<file path="src/rtl/cfg_loader_pkg.sv">
// cfg_loader_pkg: shared types and helpers for the configuration frame loader.
// Holds the FSM state enum, header field offsets and counter width helpers.
package cfg_loader_pkg;

    typedef enum logic [1:0] {
        IDLE,
        FETCH,
        ID,
        PAY
    } state_e;

    localparam int HDR_LEN_LSB = 16;

    // Width of the outstanding payload-word counter.
    function automatic int fetch_cnt_w(int len_w, int data_w);
        return len_w - $clog2(data_w) + 1;
    endfunction

    // Width of the ID bit index.
    function automatic int id_idx_w(int id_w);
        return $clog2(id_w + 1);
    endfunction

endpackage

</file>
<file path="src/rtl/cfg_word_buf.sv">
// cfg_word_buf: one-entry holding register with valid/ready on both sides.
// Ports: clk, rst_n (async low), in_valid/in_ready/in_data, out_valid/out_ready/out_data.
module cfg_word_buf #(
    parameter int DATA_WIDTH = 32
) (
    input  logic                  clk,
    input  logic                  rst_n,
    input  logic                  in_valid,
    output logic                  in_ready,
    input  logic [DATA_WIDTH-1:0] in_data,
    output logic                  out_valid,
    input  logic                  out_ready,
    output logic [DATA_WIDTH-1:0] out_data
);

    logic                  full;
    logic [DATA_WIDTH-1:0] data;

    assign in_ready  = ~full;
    assign out_valid = full;
    assign out_data  = data;

    always_ff @(posedge clk or negedge rst_n) begin
        if (!rst_n) begin
            full <= 1'b0;
            data <= '0;
        end else if (in_valid && in_ready) begin
            full <= 1'b1;
            data <= in_data;
        end else if (out_ready && full) begin
            full <= 1'b0;
        end
    end

endmodule

</file>
<file path="src/rtl/cfg_loader.sv">
// cfg_loader: turns a header word plus payload words into a gap-free serial
// config frame (ID MSB first, then payload LSB first). Ports: clk, crst_n,
// in_data/in_valid/in_ready, cfg_out_start, cfg_bit_out, busy, done, underrun.
module cfg_loader
    import cfg_loader_pkg::*;
#(
    parameter int DATA_WIDTH = 32,
    parameter int ID_WIDTH   = 3,
    parameter int LEN_WIDTH  = 12
) (
    input  logic                  clk,
    input  logic                  crst_n,
    input  logic [DATA_WIDTH-1:0] in_data,
    input  logic                  in_valid,
    output logic                  in_ready,
    output logic                  cfg_out_start,
    output logic                  cfg_bit_out,
    output logic                  busy,
    output logic                  done,
    output logic                  underrun
);

    localparam int LW = $clog2(DATA_WIDTH);
    localparam int FW = fetch_cnt_w(LEN_WIDTH, DATA_WIDTH);
    localparam int XW = id_idx_w(ID_WIDTH);

    state_e                state_q, state_n;
    logic [ID_WIDTH-1:0]   id_q, id_n;
    logic [LEN_WIDTH-1:0]  len_q, len_n, cnt_q, cnt_n, shown;
    logic [FW-1:0]         wf_q, wf_n;
    logic [XW-1:0]         idx_q, idx_n;
    logic [DATA_WIDTH-1:0] sr_q, sr_n;
    logic ready_n, start_n, bit_n, busy_n, done_n, urun_n;
    logic hs, adv, bound, byp;
    logic buf_push, buf_pop, buf_valid, buf_ready, buf_full_n;
    logic [DATA_WIDTH-1:0] buf_data;
    logic [ID_WIDTH-1:0]   hdr_id;
    logic [LEN_WIDTH-1:0]  hdr_len;
    logic [FW-1:0]         hdr_words;

    assign hs        = in_valid & in_ready;
    assign hdr_id    = in_data[ID_WIDTH-1:0];
    assign hdr_len   = in_data[HDR_LEN_LSB +: LEN_WIDTH];
    assign hdr_words = FW'(hdr_len >> LW) + FW'(|hdr_len[LW-1:0]);
    // Index of the next payload bit; word 0 is preloaded so index 0 is no boundary.
    assign shown     = len_q - cnt_q;
    assign bound     = (shown[LW-1:0] == '0) && (shown != '0);

    cfg_word_buf #(.DATA_WIDTH(DATA_WIDTH)) u_buf (
        .clk       (clk),
        .rst_n     (crst_n),
        .in_valid  (buf_push),
        .in_ready  (buf_ready),
        .in_data   (in_data),
        .out_valid (buf_valid),
        .out_ready (buf_pop),
        .out_data  (buf_data)
    );

    always_comb begin
        state_n = state_q;
        id_n    = id_q;
        len_n   = len_q;
        cnt_n   = cnt_q;
        wf_n    = wf_q;
        idx_n   = idx_q;
        sr_n    = sr_q;
        start_n = 1'b0;
        bit_n   = 1'b0;
        busy_n  = busy;
        done_n  = 1'b0;
        urun_n  = underrun;
        adv     = 1'b0;
        byp     = 1'b0;
        buf_pop = 1'b0;
        unique case (state_q)
            IDLE: begin
                if (hs) begin
                    id_n   = hdr_id;
                    len_n  = hdr_len;
                    cnt_n  = hdr_len;
                    wf_n   = hdr_words;
                    urun_n = 1'b0;
                    busy_n = 1'b1;
                    if (hdr_len == '0) begin
                        state_n = ID;
                        start_n = 1'b1;
                        bit_n   = hdr_id[ID_WIDTH-1];
                        idx_n   = XW'(ID_WIDTH - 1);
                    end else begin
                        state_n = FETCH;
                    end
                end
            end
            FETCH: begin
                if (hs) begin
                    sr_n    = in_data;
                    wf_n    = wf_q - FW'(1);
                    state_n = ID;
                    start_n = 1'b1;
                    bit_n   = id_q[ID_WIDTH-1];
                    idx_n   = XW'(ID_WIDTH - 1);
                end
            end
            ID: begin
                if (idx_q != '0) begin
                    idx_n = idx_q - XW'(1);
                    bit_n = id_q[idx_n];
                end else if (len_q != '0) begin
                    state_n = PAY;
                    adv     = 1'b1;
                end else begin
                    state_n = IDLE;
                    busy_n  = 1'b0;
                    done_n  = 1'b1;
                end
            end
            PAY: begin
                if (cnt_q != '0) begin
                    adv = 1'b1;
                end else begin
                    state_n = IDLE;
                    busy_n  = 1'b0;
                    done_n  = 1'b1;
                end
            end
            default: state_n = IDLE;
        endcase

        if (hs && (state_q == ID || state_q == PAY)) begin
            wf_n = wf_q - FW'(1);
        end

        if (adv) begin
            cnt_n = cnt_q - LEN_WIDTH'(1);
            if (!bound) begin
                bit_n = sr_q[0];
                sr_n  = sr_q >> 1;
            end else if (buf_valid) begin
                bit_n   = buf_data[0];
                sr_n    = buf_data >> 1;
                buf_pop = 1'b1;
            end else if (hs) begin
                // Word lands exactly on the boundary: use it directly.
                bit_n = in_data[0];
                sr_n  = in_data >> 1;
                byp   = 1'b1;
            end else begin
                // Missing word: send zeros and count it as fetched.
                urun_n = 1'b1;
                sr_n   = '0;
                wf_n   = wf_q - FW'(1);
            end
        end

        buf_push = hs && !byp && buf_ready &&
                   (state_q == ID || state_q == PAY);
        buf_full_n = buf_push | (buf_valid & ~buf_pop);
        if (state_n == IDLE || state_n == FETCH) begin
            ready_n = 1'b1;
        end else begin
            ready_n = !buf_full_n && (wf_n != '0);
        end
    end

    always_ff @(posedge clk or negedge crst_n) begin
        if (!crst_n) begin
            state_q       <= IDLE;
            id_q          <= '0;
            len_q         <= '0;
            cnt_q         <= '0;
            wf_q          <= '0;
            idx_q         <= '0;
            sr_q          <= '0;
            in_ready      <= 1'b0;
            cfg_out_start <= 1'b0;
            cfg_bit_out   <= 1'b0;
            busy          <= 1'b0;
            done          <= 1'b0;
            underrun      <= 1'b0;
        end else begin
            state_q       <= state_n;
            id_q          <= id_n;
            len_q         <= len_n;
            cnt_q         <= cnt_n;
            wf_q          <= wf_n;
            idx_q         <= idx_n;
            sr_q          <= sr_n;
            in_ready      <= ready_n;
            cfg_out_start <= start_n;
            cfg_bit_out   <= bit_n;
            busy          <= busy_n;
            done          <= done_n;
            underrun      <= urun_n;
        end
    end

endmodule

</file>
<file path="config.mk">
export PLATFORM = sky130hd
export DESIGN_NAME = cfg_loader
export DESIGN_NICKNAME = d
export VERILOG_FILES = /design/src/rtl/cfg_loader_pkg.sv /design/src/rtl/cfg_word_buf.sv /design/src/rtl/cfg_loader.sv
export SDC_FILE = /design/constraint.sdc
export NUM_CORES = 1
export LEC_CHECK = 0
export CAP_MARGIN = 40
export CORE_ASPECT_RATIO = 1.4
export CORE_MARGIN = 2
export CORE_UTILIZATION = 60
export DETAILED_ROUTE_END_ITERATION = 8
export PLACE_DENSITY = 0.8
export SYNTH_ARGS = -nofsm -noshare
export SYNTH_HDL_FRONTEND = slang
export SYNTH_SLANG_ARGS = --single-unit
</file>
<file path="constraint.sdc">
create_clock -name clk -period 4.26 [get_ports clk]
set_input_delay 1.278 -clock clk [delete_from_list [all_inputs] [get_ports clk]]
set_output_delay 1.278 -clock clk [all_outputs]
set_load 0.02 [all_outputs]
</file>
==> results.py <==
metrics = {
    "detailed_routing": {
        "routedWlPerCell_um": 18.30,
        "drt_iter0_drc": 413,
        "drt-total-wl_um": 15920,
        "drc_errors": 0,
        "vias_per_cell": 6.415,
        "drt_pre_antenna_iters": 5,
        "routed-via-count": 5581,
        "ant_nets": 0,
    },
    "floorplan": {
        "die_area_sq_um": 11680,
        "ios": 41,
        "start_util_pct": 62.05,
        "die_x_um": 91.90,
        "die_h_um": 127.1,
        "core_area_sq_um": 10460,
        "rows": 44,
    },
    "global_route": {
        "grt-ovfl-total": 0,
        "grt_pass1_vias": 5557,
        "grt_max_degree": 113,
        "grt_pass1_wl_um": 26660,
        "antenna_found_initial": 0,
        "grtUsageTotal_pct": 28.08,
    },
    "worst_setup_path": {
        "cp_max_fo": 3,
        "crit_path_max_incr_delay_ns": 0.53,
        "end_kind": "flop",
        "cp_data_arrival_time_ns": 4.23,
        "crit_path_top_delay_cell": "or4_1",
        "start_kind": "input port",
        "critical_path_class": "input port to flop",
        "worstPathRequired_ns": 4.49,
        "cp_cell_sequence": "clkdlybuf4s50_1 -> or4_1 -> nor2_1 -> inv_1 -> ha_1 -> ha_1 -> xnor2_1 -> mux2i_1 -> a22o_1 -> a211o_1 -> nor4_1 -> nand3_1 -> mux2i_1 -> a22oi_1",
    },
    "sta": {
        "period_minus_slack_ns": 4.002,
        "max_slew.worst_pin.slew_ns": 0.7792,
        "max_freq_mhz": 249.9,
        "drv_slew": 0,
        "setup_viol": 0,
        "hold_viol": 0,
        "rsz0062_at_grt": "no",
        "final.setup.tns_ns": 0,
        "slew_headroom_pct": 47.86,
        "period_share_pct": 93.94,
        "finClkSkew_ns": 0.006910,
    },
    "synth": {
        "yosysWarnings": 0,
        "synth-seq-cells": 110,
        "synth_edf_count": 0,
        "synth_fp_nets": 759,
        "synthCells": 708,
        "syn_area_per_cell_sq_um": 9.167,
        "synth_cell_types": 56,
        "yosysTopAreaCellShare_pct": 42.41,
        "syn-cell-area_sq_um": 6490,
        "synth_area_leader_cell": "dfrtp_1",
        "ys_seq_area_share_pct": 42.41,
        "ys.flop_type": "dfrtp_1",
        "async_flop_share_pct": 100.0,
        "yosys-top-cells-area": "dfrtp_1 42%, mux2i_1 5.9%, nand2_1 5.8%, a221oi_1 4.5%, a211oi_1 4.0%",
    },
    "finish": {
        "fillers": 800,
        "drive_gt1_share_pct": 8.880,
        "stdcell_count": 870,
        "nNetsFinal": 778,
        "diodes": 0,
        "postLayoutCoreUtil_pct": 69.90,
        "synthToLayoutAreaGrowth_pct": 12.67,
    },
    "power": {
        "power.density_nw_per_um2": 746.0,
        "cellLeakagePower_nw": 3.124,
        "peakVddDrop_v": 0.0003752,
    },
    "place": {
        "dp_cells": 854,
        "gp_congestion": 0.8751,
        "io_buffers": 40,
        "dp_hpwl_um": 10880,
    },
    "clock_tree": {
        "cts_root_buf": "clkbuf_16",
        "numClockSinks": 110,
        "post_cts_resized": 0,
        "cts_tree": "yes",
        "path_clk_slew_ns": 0.08,
        "cts_buffers": 9,
        "htreeDepth": 3,
        "ctsHoldBuffers": 0,
        "clk_latency_ns": 0.35,
        "cts_buffer_depth": 2,
        "cts_setup_buffers": 0,
    },
    "min_path": {
        "hold_path_class": "flop to flop",
    },
    "job": {
        "drv_cap": 0,
    },
    "outcome": {
        "status": "finished, final reports clean",
    },
}
-- synth_stat cells, drive strengths merged (4+ instances only) --
library cell / instances
nor4: 9
ha: 16
nand3: 13
dfrtp: 110
a211oi: 36
xor2: 6
mux2: 34
a21oi: 22
nand2: 101
o21a: 4
a221oi: 33
buf: 23
clkbuf: 30
nor3: 44
or4: 4
o211ai: 10
mux2i: 38
nor2: 60
xnor2: 8
o311ai: 5
a21o: 8
o21ai: 27
inv: 23
and2: 4
-- state kept, by name (all words and copies together), names as in the netlist, 2 cells and up --
| signal | count |
|---|---|
| u_buf.out_data | 32 |
| state_q | 2 |
| idx_q | 2 |
| id_q | 3 |
| len_q | 12 |
| wf_q | 8 |
| sr_q | 32 |
| cnt_q | 12 |
-- path summary, 6_finish.rpt --
kind                                   from                 end  slack, ns  cells past startpoint
worst max-delay path            in_data[17]            in_ready       0.26                     14
worst max register to register     cnt_q[5]  u_buf.out_data[23]       0.61                     12
max in group asynchronous            crst_n  u_buf.out_data[14]       2.59                      2
worst min-delay path               underrun            underrun       0.49                      1
worst min register to register     underrun            underrun       0.49                      1
min in group asynchronous            crst_n            len_q[9]       0.89                      1
-- cell type report --
class | count | area, sq um | area share [%]
Sequential cell | 110 | 2754 | 37.66
Tap cell | 138 | 172.7 | 2.361
Multi-Input combinational cell | 522 | 3437 | 47.01
Clock buffer | 10 | 229.0 | 3.131
Inverter | 23 | 86.33 | 1.181
Clock inverter | 6 | 52.55 | 0.7187
Timing Repair Buffer | 61 | 580.6 | 7.940
-- critical path, delay by kind of cell --
kind                     cells  cell delay [ns]
multiplexers                 2             0.25
XOR/XNOR                     1             0.14
buffers and inverters        2             0.49
AND/OR/NAND/NOR              4             1.06
adder cells (fa/ha/maj)      2             0.44
AO/OA/AOI/OAI                3             0.55
-- cells in the final DEF, fill, tap and decap left out, drive strengths merged, types with 4 or more instances in the layout --
cell type	count
dfrtp	110
nand2	101
nor2	60
nor3	44
clkdlybuf4s50	39
mux2i	38
a211oi	36
mux2	34
a221oi	33
o21ai	27
inv	26
a21oi	22
buf	22
ha	16
nand3	13
o211ai	10
clkbuf	10
nor4	9
xnor2	8
a21o	8
xor2	6
o311ai	5
or4	4
and2	4
o21a	4
-- layer usage --
layer  GRT usage (%)  vias to the layer above  share of wire, %
met5               0                        -                 0
met1           35.06                     2737                42
met2           49.57                      183                51
li1                -                     2626                 -
met3           3.715                       35               3.9
met4           10.89                        0               2.5
-- stage by stage --
stage	power, mW	area, sq um	hold slack [ns]	worst slack [ns]
final	5.455	7312	0.4863	0.2581
after CTS	5.429	7312	0.4924	0.2745
after floorplan	3.913	6490	0.4454	0.6645
after global routing	5.853	7312	0.4976	0.03851
after detailed placement	4.595	7030	0.4757	-0.09240
after global placement	4.441	7030	0.4661	-0.05975
-- power breakdown --
part	switching, mW	internal, mW
logic	1.58	1.17
clock network	0.418	0.408
registers	0.360	1.52
total	2.36	3.10
-- kinds of logic (layout without fill, tap and decap cells) --
kind of cell | count (synthesis) | after routing | share of synthesized area, %
fa+ha+maj | 16 | 16 | 3.085
flops | 110 | 110 | 42.41
compound gates | 165 | 165 | 18.32
buf+inv | 76 | 100 | 5.013
mux | 72 | 72 | 11.76
xor+xnor | 14 | 14 | 1.889
simple gates | 255 | 255 | 17.52
No activity file was read; power rests on OpenSTA's default activity.
